**src/rtl/reorder_buffer_if.sv**
```systemverilog
// reorder_buffer_if: allocation, CDB, operand-query and commit signals of the reorder buffer
interface reorder_buffer_if #(parameter int ROB_WIDTH = 4);
   logic                 allocValid;
   logic [1:0]           allocType;
   logic [4:0]           allocDest;
   logic [ROB_WIDTH-1:0] allocRobId;
   logic                 robFull;
   logic                 cdbValid;
   logic [ROB_WIDTH-1:0] cdbRobId;
   logic [31:0]          cdbValue;
   logic                 cdbMispredict;
   logic [31:0]          cdbNewPc;
   logic [ROB_WIDTH-1:0] robRs1Dep;
   logic                 robRs1Ready;
   logic [31:0]          robRs1Value;
   logic [ROB_WIDTH-1:0] robRs2Dep;
   logic                 robRs2Ready;
   logic [31:0]          robRs2Value;
   logic                 regUpdateValid;
   logic [4:0]           regUpdateDest;
   logic [31:0]          regUpdateValue;
   logic [ROB_WIDTH-1:0] regUpdateRobId;
   logic                 storeCommitValid;
   logic [ROB_WIDTH-1:0] storeCommitRobId;
   logic                 flushValid;
   logic [31:0]          flushPc;
   modport master (
      output allocValid, allocType, allocDest, cdbValid, cdbRobId, cdbValue, cdbMispredict, cdbNewPc,
             robRs1Dep, robRs2Dep,
      input  allocRobId, robFull, robRs1Ready, robRs1Value, robRs2Ready, robRs2Value,
             regUpdateValid, regUpdateDest, regUpdateValue, regUpdateRobId,
             storeCommitValid, storeCommitRobId, flushValid, flushPc
   );
   modport slave (
      input  allocValid, allocType, allocDest, cdbValid, cdbRobId, cdbValue, cdbMispredict, cdbNewPc,
             robRs1Dep, robRs2Dep,
      output allocRobId, robFull, robRs1Ready, robRs1Value, robRs2Ready, robRs2Value,
             regUpdateValid, regUpdateDest, regUpdateValue, regUpdateRobId,
             storeCommitValid, storeCommitRobId, flushValid, flushPc
   );
endinterface

```
**src/rtl/reorder_buffer.sv**
```systemverilog
// reorder_buffer: circular ROB with CDB capture, operand bypass, in-order commit and mispredict flush
module reorder_buffer #(parameter int ROB_WIDTH = 4) (
   input logic clockIn,
   input logic resetIn,
   reorder_buffer_if.slave bus
);
   localparam int DEPTH = 1 << ROB_WIDTH;
   localparam int CW = ROB_WIDTH + 1;
   logic [DEPTH-1:0]     busy, ready;
   logic [1:0]           kind [DEPTH];
   logic [4:0]           dest [DEPTH];
   logic [31:0]          value [DEPTH];
   logic [31:0]          newPc [DEPTH];
   logic [DEPTH-1:0]     mispredict;
   logic [ROB_WIDTH-1:0] head, tail;
   logic [CW-1:0]        count;
   logic                 doAlloc, cdbWrite, commit, flush, rs1Hit, rs2Hit;
   assign bus.robFull = count == CW'(DEPTH);
   assign bus.allocRobId = tail;
   assign doAlloc = bus.allocValid && !bus.robFull;
   assign cdbWrite = bus.cdbValid && busy[bus.cdbRobId];
   // commit only looks at the registered ready bit; a same-cycle CDB hit waits one edge
   assign commit = count != '0 && ready[head];
   assign flush = commit && kind[head] == 2'd2 && mispredict[head];
   assign rs1Hit = bus.cdbValid && bus.cdbRobId == bus.robRs1Dep;
   assign rs2Hit = bus.cdbValid && bus.cdbRobId == bus.robRs2Dep;
   assign bus.robRs1Ready = ready[bus.robRs1Dep] || rs1Hit;
   assign bus.robRs1Value = rs1Hit ? bus.cdbValue : value[bus.robRs1Dep];
   assign bus.robRs2Ready = ready[bus.robRs2Dep] || rs2Hit;
   assign bus.robRs2Value = rs2Hit ? bus.cdbValue : value[bus.robRs2Dep];
   always_ff @(posedge clockIn or negedge resetIn)
      if (!resetIn) begin
         head <= '0;
         tail <= '0;
         count <= '0;
         busy <= '0;
         ready <= '0;
         bus.regUpdateValid <= 1'b0;
         bus.regUpdateDest <= '0;
         bus.regUpdateValue <= '0;
         bus.regUpdateRobId <= '0;
         bus.storeCommitValid <= 1'b0;
         bus.storeCommitRobId <= '0;
         bus.flushValid <= 1'b0;
         bus.flushPc <= '0;
      end else begin
         bus.regUpdateValid <= 1'b0;
         bus.regUpdateDest <= '0;
         bus.regUpdateValue <= '0;
         bus.regUpdateRobId <= '0;
         bus.storeCommitValid <= 1'b0;
         bus.storeCommitRobId <= '0;
         bus.flushValid <= 1'b0;
         bus.flushPc <= '0;
         if (flush) begin
            head <= '0;
            tail <= '0;
            count <= '0;
            busy <= '0;
            ready <= '0;
            bus.flushValid <= 1'b1;
            bus.flushPc <= newPc[head];
         end else begin
            if (doAlloc) begin
               busy[tail] <= 1'b1;
               ready[tail] <= 1'b0;
               tail <= tail + ROB_WIDTH'(1);
            end
            if (cdbWrite) ready[bus.cdbRobId] <= 1'b1;
            if (commit) begin
               busy[head] <= 1'b0;
               ready[head] <= 1'b0;
               head <= head + ROB_WIDTH'(1);
               bus.regUpdateValid <= kind[head] == 2'd0;
               bus.regUpdateDest <= kind[head] == 2'd0 ? dest[head] : 5'd0;
               bus.regUpdateValue <= kind[head] == 2'd0 ? value[head] : 32'd0;
               bus.regUpdateRobId <= kind[head] == 2'd0 ? head : '0;
               bus.storeCommitValid <= kind[head] == 2'd1;
               bus.storeCommitRobId <= kind[head] == 2'd1 ? head : '0;
            end
            count <= count + CW'(doAlloc) - CW'(commit);
         end
      end
   // payload fields need no reset: busy/ready gate every use
   always_ff @(posedge clockIn) begin
      if (doAlloc && !flush) begin
         kind[tail] <= bus.allocType;
         dest[tail] <= bus.allocDest;
      end
      if (cdbWrite && !flush) begin
         value[bus.cdbRobId] <= bus.cdbValue;
         newPc[bus.cdbRobId] <= bus.cdbNewPc;
      end
   end
   always_ff @(posedge clockIn or negedge resetIn)
      if (!resetIn) mispredict <= '0;
      else if (!flush) begin
         if (doAlloc) mispredict[tail] <= 1'b0;
         if (cdbWrite) mispredict[bus.cdbRobId] <= bus.cdbMispredict;
      end
endmodule

```
**src/flat_wrapper.sv**
```systemverilog
// flat-port wrapper written by rule: the top's interface ports become plain ports
module reorder_buffer_flat 
#(parameter int ROB_WIDTH = 4)
  (clockIn, resetIn, bus_allocValid, bus_allocType, bus_allocDest, bus_cdbValid, bus_cdbRobId, bus_cdbValue, bus_cdbMispredict, bus_cdbNewPc, bus_robRs1Dep, bus_robRs2Dep, bus_allocRobId, bus_robFull, bus_robRs1Ready, bus_robRs1Value, bus_robRs2Ready, bus_robRs2Value, bus_regUpdateValid, bus_regUpdateDest, bus_regUpdateValue, bus_regUpdateRobId, bus_storeCommitValid, bus_storeCommitRobId, bus_flushValid, bus_flushPc);
  reorder_buffer_if #(.ROB_WIDTH(ROB_WIDTH)) bus_i ();
  input logic clockIn;
  input logic resetIn;
  input wire logic [$bits(bus_i.allocValid)-1:0] bus_allocValid;
  input wire logic [$bits(bus_i.allocType)-1:0] bus_allocType;
  input wire logic [$bits(bus_i.allocDest)-1:0] bus_allocDest;
  input wire logic [$bits(bus_i.cdbValid)-1:0] bus_cdbValid;
  input wire logic [$bits(bus_i.cdbRobId)-1:0] bus_cdbRobId;
  input wire logic [$bits(bus_i.cdbValue)-1:0] bus_cdbValue;
  input wire logic [$bits(bus_i.cdbMispredict)-1:0] bus_cdbMispredict;
  input wire logic [$bits(bus_i.cdbNewPc)-1:0] bus_cdbNewPc;
  input wire logic [$bits(bus_i.robRs1Dep)-1:0] bus_robRs1Dep;
  input wire logic [$bits(bus_i.robRs2Dep)-1:0] bus_robRs2Dep;
  output wire logic [$bits(bus_i.allocRobId)-1:0] bus_allocRobId;
  output wire logic [$bits(bus_i.robFull)-1:0] bus_robFull;
  output wire logic [$bits(bus_i.robRs1Ready)-1:0] bus_robRs1Ready;
  output wire logic [$bits(bus_i.robRs1Value)-1:0] bus_robRs1Value;
  output wire logic [$bits(bus_i.robRs2Ready)-1:0] bus_robRs2Ready;
  output wire logic [$bits(bus_i.robRs2Value)-1:0] bus_robRs2Value;
  output wire logic [$bits(bus_i.regUpdateValid)-1:0] bus_regUpdateValid;
  output wire logic [$bits(bus_i.regUpdateDest)-1:0] bus_regUpdateDest;
  output wire logic [$bits(bus_i.regUpdateValue)-1:0] bus_regUpdateValue;
  output wire logic [$bits(bus_i.regUpdateRobId)-1:0] bus_regUpdateRobId;
  output wire logic [$bits(bus_i.storeCommitValid)-1:0] bus_storeCommitValid;
  output wire logic [$bits(bus_i.storeCommitRobId)-1:0] bus_storeCommitRobId;
  output wire logic [$bits(bus_i.flushValid)-1:0] bus_flushValid;
  output wire logic [$bits(bus_i.flushPc)-1:0] bus_flushPc;
  assign bus_i.allocValid = bus_allocValid;
  assign bus_i.allocType = bus_allocType;
  assign bus_i.allocDest = bus_allocDest;
  assign bus_i.cdbValid = bus_cdbValid;
  assign bus_i.cdbRobId = bus_cdbRobId;
  assign bus_i.cdbValue = bus_cdbValue;
  assign bus_i.cdbMispredict = bus_cdbMispredict;
  assign bus_i.cdbNewPc = bus_cdbNewPc;
  assign bus_i.robRs1Dep = bus_robRs1Dep;
  assign bus_i.robRs2Dep = bus_robRs2Dep;
  assign bus_allocRobId = bus_i.allocRobId;
  assign bus_robFull = bus_i.robFull;
  assign bus_robRs1Ready = bus_i.robRs1Ready;
  assign bus_robRs1Value = bus_i.robRs1Value;
  assign bus_robRs2Ready = bus_i.robRs2Ready;
  assign bus_robRs2Value = bus_i.robRs2Value;
  assign bus_regUpdateValid = bus_i.regUpdateValid;
  assign bus_regUpdateDest = bus_i.regUpdateDest;
  assign bus_regUpdateValue = bus_i.regUpdateValue;
  assign bus_regUpdateRobId = bus_i.regUpdateRobId;
  assign bus_storeCommitValid = bus_i.storeCommitValid;
  assign bus_storeCommitRobId = bus_i.storeCommitRobId;
  assign bus_flushValid = bus_i.flushValid;
  assign bus_flushPc = bus_i.flushPc;
  reorder_buffer #(.ROB_WIDTH(ROB_WIDTH)) u_core (.clockIn(clockIn), .resetIn(resetIn), .bus(bus_i));
endmodule
```
**config.mk**
```make
export PLATFORM = sky130hd
export DESIGN_NAME = reorder_buffer_flat
export DESIGN_NICKNAME = d
export VERILOG_FILES = /design/src/rtl/reorder_buffer_if.sv /design/src/rtl/reorder_buffer.sv /design/src/flat_wrapper.sv
export SDC_FILE = /design/constraint.sdc
export NUM_CORES = 2
export LEC_CHECK = 0
export BUFFER_PORTS_ARGS = -buffer_cell sky130_fd_sc_hd__buf_2
export CORE_ASPECT_RATIO = 0.7
export CORE_MARGIN = 10
export CORE_UTILIZATION = 60
export CTS_CLUSTER_DIAMETER = 30
export DETAILED_ROUTE_END_ITERATION = 12
export GPL_TIMING_DRIVEN = 1
export PLACE_DENSITY = 0.86
export SETUP_SLACK_MARGIN = 0.5
export SLEW_MARGIN = 20
export SYNTH_ARGS = -nofsm -noshare
export SYNTH_HDL_FRONTEND = slang
export SYNTH_SLANG_ARGS = --single-unit
```
**constraint.sdc**
```tcl
create_clock -name clockIn -period 7 [get_ports clockIn]
set_input_delay 0.7 -clock clockIn [delete_from_list [all_inputs] [get_ports clockIn]]
set_output_delay 0.7 -clock clockIn [all_outputs]
set_load 0.03 [all_outputs]
```
==> run metrics <==
fin crit period=between 4 and 5 ns; status=finished with violations; Switching Power=7.52 mW; Pint=approximately 17 mW; first-pass GRT wire length=between 200 and 250 mm; internal reg-to-reg setup slack=between 2 and 2.5 ns; Seq cells post-synth=1277; CP cell instances=nor2b_1 > a22oi_2 > nand2_2 > nand3_2 > nor2_4 > buf_4 > nor2_1; Top-Level Pins=around 240; FF-to-FF End=u_core.dest[13][2]; Iteration-0 DRC Markers=5498; initial antenna violation count=18; Leakage=between 20 and 25 nW; Slew @ Worst Pin=1.17 ns; drt wl/cell=approximately 39 microns; slowest cell on the critical path=dfrtp_4; Initial Util=around three fifths; layout cells sized above 1=between 40% and 50%; row cnt=94; utilization after layout=between 70% and 80%; Reg clk slew, reported paths=about 0.070 ns; syn avg cell area=21.8 sq um; R2R depth=7; H-tree Lvls=4; root buf cell=clkbuf_16; synth top area cells=edfxtp_1 (60%), mux4_2 (27%), dfrtp_1 (6.2%); I/O Buffers=approximately 240; Die H=about 280 microns; worst hold path endpoint=u_core.newPc[8][20]; failing checks=DRC; area delta synth->final=15.5%; GRT Overall Usage=~31%; detailed placer's ending HPWL=89.3 mm; Net Sw Frac=30.5%; placed cells=approximately 4000; max cap viols=0; Crit path buffers/inverters=1; synthesis warning total=0; Core ar.=0.0943 sq mm; synth unique cells=50; fmax=roughly 210 MHz; Remaining DRCs=1; compound-cell area share of the yosys netlist=~1.0%; Synth Area in Simple Gates=under 10%; Comb power frac=between 20% and 30%; clk sink count=~1300; setup TNS=0 ns; area fraction of the dominant cell type after synthesis=around three fifths; Setup WS pre-CTS=about 2.4 ns; multi-input logic area=between 0.015 and 0.02 sq mm; DRT Pass-1 Iters=9; hold_sp=bus_cdbNewPc[20]; Power Density=between 300 and 400 mW/mm^2; cell area after technology mapping=0.0572 sq mm; CP endpoint kind=flop; Placer Congestion=about 0.86; final worst-path setup slack=approximately 2.3 ns; Syn Nets=2731; count of pins over their slew limit=0; # setup viols final=0; antenna viol nets, final=0; Hold Vio Cnt, Final=0; Post-synth EDFFs=between 1000 and 1500; storage element area=0.0377 sq mm; worst relative slew slack=between 20% and 30%; worst skew pair latency=0.79 ns; Arr. time, crit path=about 5.1 ns; async set-reset flop share out of synthesis=about 11%; final wirelength=between 150 and 200 mm; largest family of logic cells by synthesized area=multiplexers; Fin Clk Skew=0.0338 ns; mux cell area share after synthesis=between 20% and 30%; HP Class=input pin to flop; vias per inst=7.66; Final #Nets=approximately 3000; sequential share of power=between 30% and 40%; vias in the first global route=~34000; fillers=between 5000 and 6000; Worst IR Drop VDD=0.379 mV; sequential share of the synthesized area=approximately two thirds; most frequent cell after synthesis=edfxtp_1; GRT overflow=0; hold path cells=1; top post-synthesis cells by count=edfxtp_1 (1136), mux4_2 (693), dfrtp_1 (141), clkbuf_1 (110), mux2_2 (64); fin cells=~4300; clock buffer depth=3; startpoint types=flop; Setup CP Type=flop to flop; slowest stage delay, CP=between 0.9 and 1 ns; data required time at the worst endpoint=roughly 7.4 ns; pin count of the biggest net entering global routing=108; chip width=about 390 microns; dominant cell type by area after synthesis=edfxtp_1; crit path max fanout=80; Post-Synth Adder-Cell Area=less than 1%; Tcrit/Tclk final=about two thirds; Mapped Cells=around 2600; RSZ-0062 raised after global routing=no; die area=0.108 sq mm; clock share of power=a little under two fifths; top_reg_cell synth=edfxtp_1; worst r2r src=u_core.head[3]; overall power=24.7 mW; detailed-route via count=between 30000 and 40000; critical path's top delay family=simple AND/OR/NAND/NOR gates; Synth Area in XOR/XNOR=less than 1%; CTS tree=built; Num CTS Buffers=172
==> final cells by class <==
class | instances | area share (%)
clock buffers | 190 | 6.77
diodes | 8 | 0.0303
clock inverters | 133 | 2.36
flip-flops and latches | 1277 | 56.9
inverters | 20 | 0.121
multi-input cells | 1133 | 28.4
repair buffers | 301 | 3.01
well taps | 1248 | 2.36
==> what timing repair did <==
item,4_1_cts,5_1_grt
hold endpoints to repair,0,39
hold buffers,0,1
setup buffers,0,0
resized for setup,0,0
==> worst reg2reg max path, cell delays in order, from the launching register on <==
cell and delay [ns]:
dfrtp_4 0.93, nor2b_1 0.76, a22oi_2 0.17, nand2_2 0.19, nand3_2 0.41, nor2_4 0.65, buf_4 0.85, nor2_1 0.42
==> how the worst max path moves through the flow <==
stage | slack [ns] | endpoint | start | cells after the start
2_1_floorplan | 1.79 | u_core.newPc[15][0] | u_core.head[0] | 10
3_3_place_gp | 2.58 | u_core.dest[13][0] | u_core.head[0] | 7
3_5_place_dp | 2.41 | u_core.dest[12][3] | u_core.head[0] | 7
4_1_cts | 2.37 | u_core.dest[13][0] | u_core.head[0] | 7
5_1_grt | 2.08 | u_core.dest[13][2] | u_core.head[0] | 7
6_report | 2.28 | u_core.dest[13][2] | u_core.head[3] | 7
==> per-stage QoR <==
stage	hold slack, ns	cell area, sq um
3_5_place_dp	0.474	60000
3_3_place_gp	0.467	60000
4_1_cts	0.0821	66100
6_report	0.283	66100
2_1_floorplan	0.404	57200
5_1_grt	0.289	66100
==> placed cells by master, fill, tap and decap left out, types with 16 or more instances in the layout <==
cell type   Yosys  layout
nor2_4          2      18
nor2b_1        49      48
nand3_1        18      18
clkinvlp_4      0      17
buf_2          59     233
mux4_2        693     693
inv_1          18      18
and2_1         36      36
clkbuf_16       0     176
buf_12          0      22
nor2_1         51      35
edfxtp_1     1136    1136
inv_6           0      26
bufinv_16       0      19
inv_8           0      16
dfrtp_1       141     138
o21ai_0        16      16
mux2_2         64      64
clkinv_4        0      21
o2bb2ai_1      16      16
nand2_1        55      55
buf_4           7      41
==> power by group through the flow <==
| stage | combinational (mW) | sequential [mW] | clock (mW) |
|---|---|---|---|
| after CTS | 6.20 | 9.28 | 9.18 |
| after global routing | 6.52 | 9.33 | 9.50 |
| after global placement | 5.90 | 9.37 | 0 |
| after floorplan | 4.37 | 9.36 | 0 |
| after detailed placement | 6.09 | 9.40 | 0 |
| final | 6.23 | 9.30 | 9.13 |
==> per-layer routing <==
metal  share of wire (%)  global-route usage, %  vias up
li1                    -                      -    11986
met3                  12                   7.79      629
met2                  50                   50.0     3383
met1                  33                   40.5    16998
met5               0.050                      0        -
met4                 5.1                   15.5       14
==> registers in the layout, indices dropped and copies added (netlist names), 5 cells and up <==
| signal | cells |
|---|---|
| u_core.newPc | 512 |
| u_core.value | 512 |
| u_core.dest | 80 |
| u_core.bus.flushPc | 32 |
| u_core.bus.regUpdateValue | 32 |
| u_core.kind | 32 |
| u_core.busy | 16 |
| u_core.mispredict | 16 |
| u_core.ready | 16 |
| u_core.bus.regUpdateDest | 5 |
| u_core.count | 5 |
==> logic make-up after synthesis <==
kind of cell,Yosys count
adder cells (fa/ha/maj),15
buffers and inverters,218
AO/OA/AOI/OAI,80
XOR/XNOR,15
AND/OR/NAND/NOR,261
multiplexers,762
flip-flops,1277
Note: power is estimated with default switching activity, not from simulation.
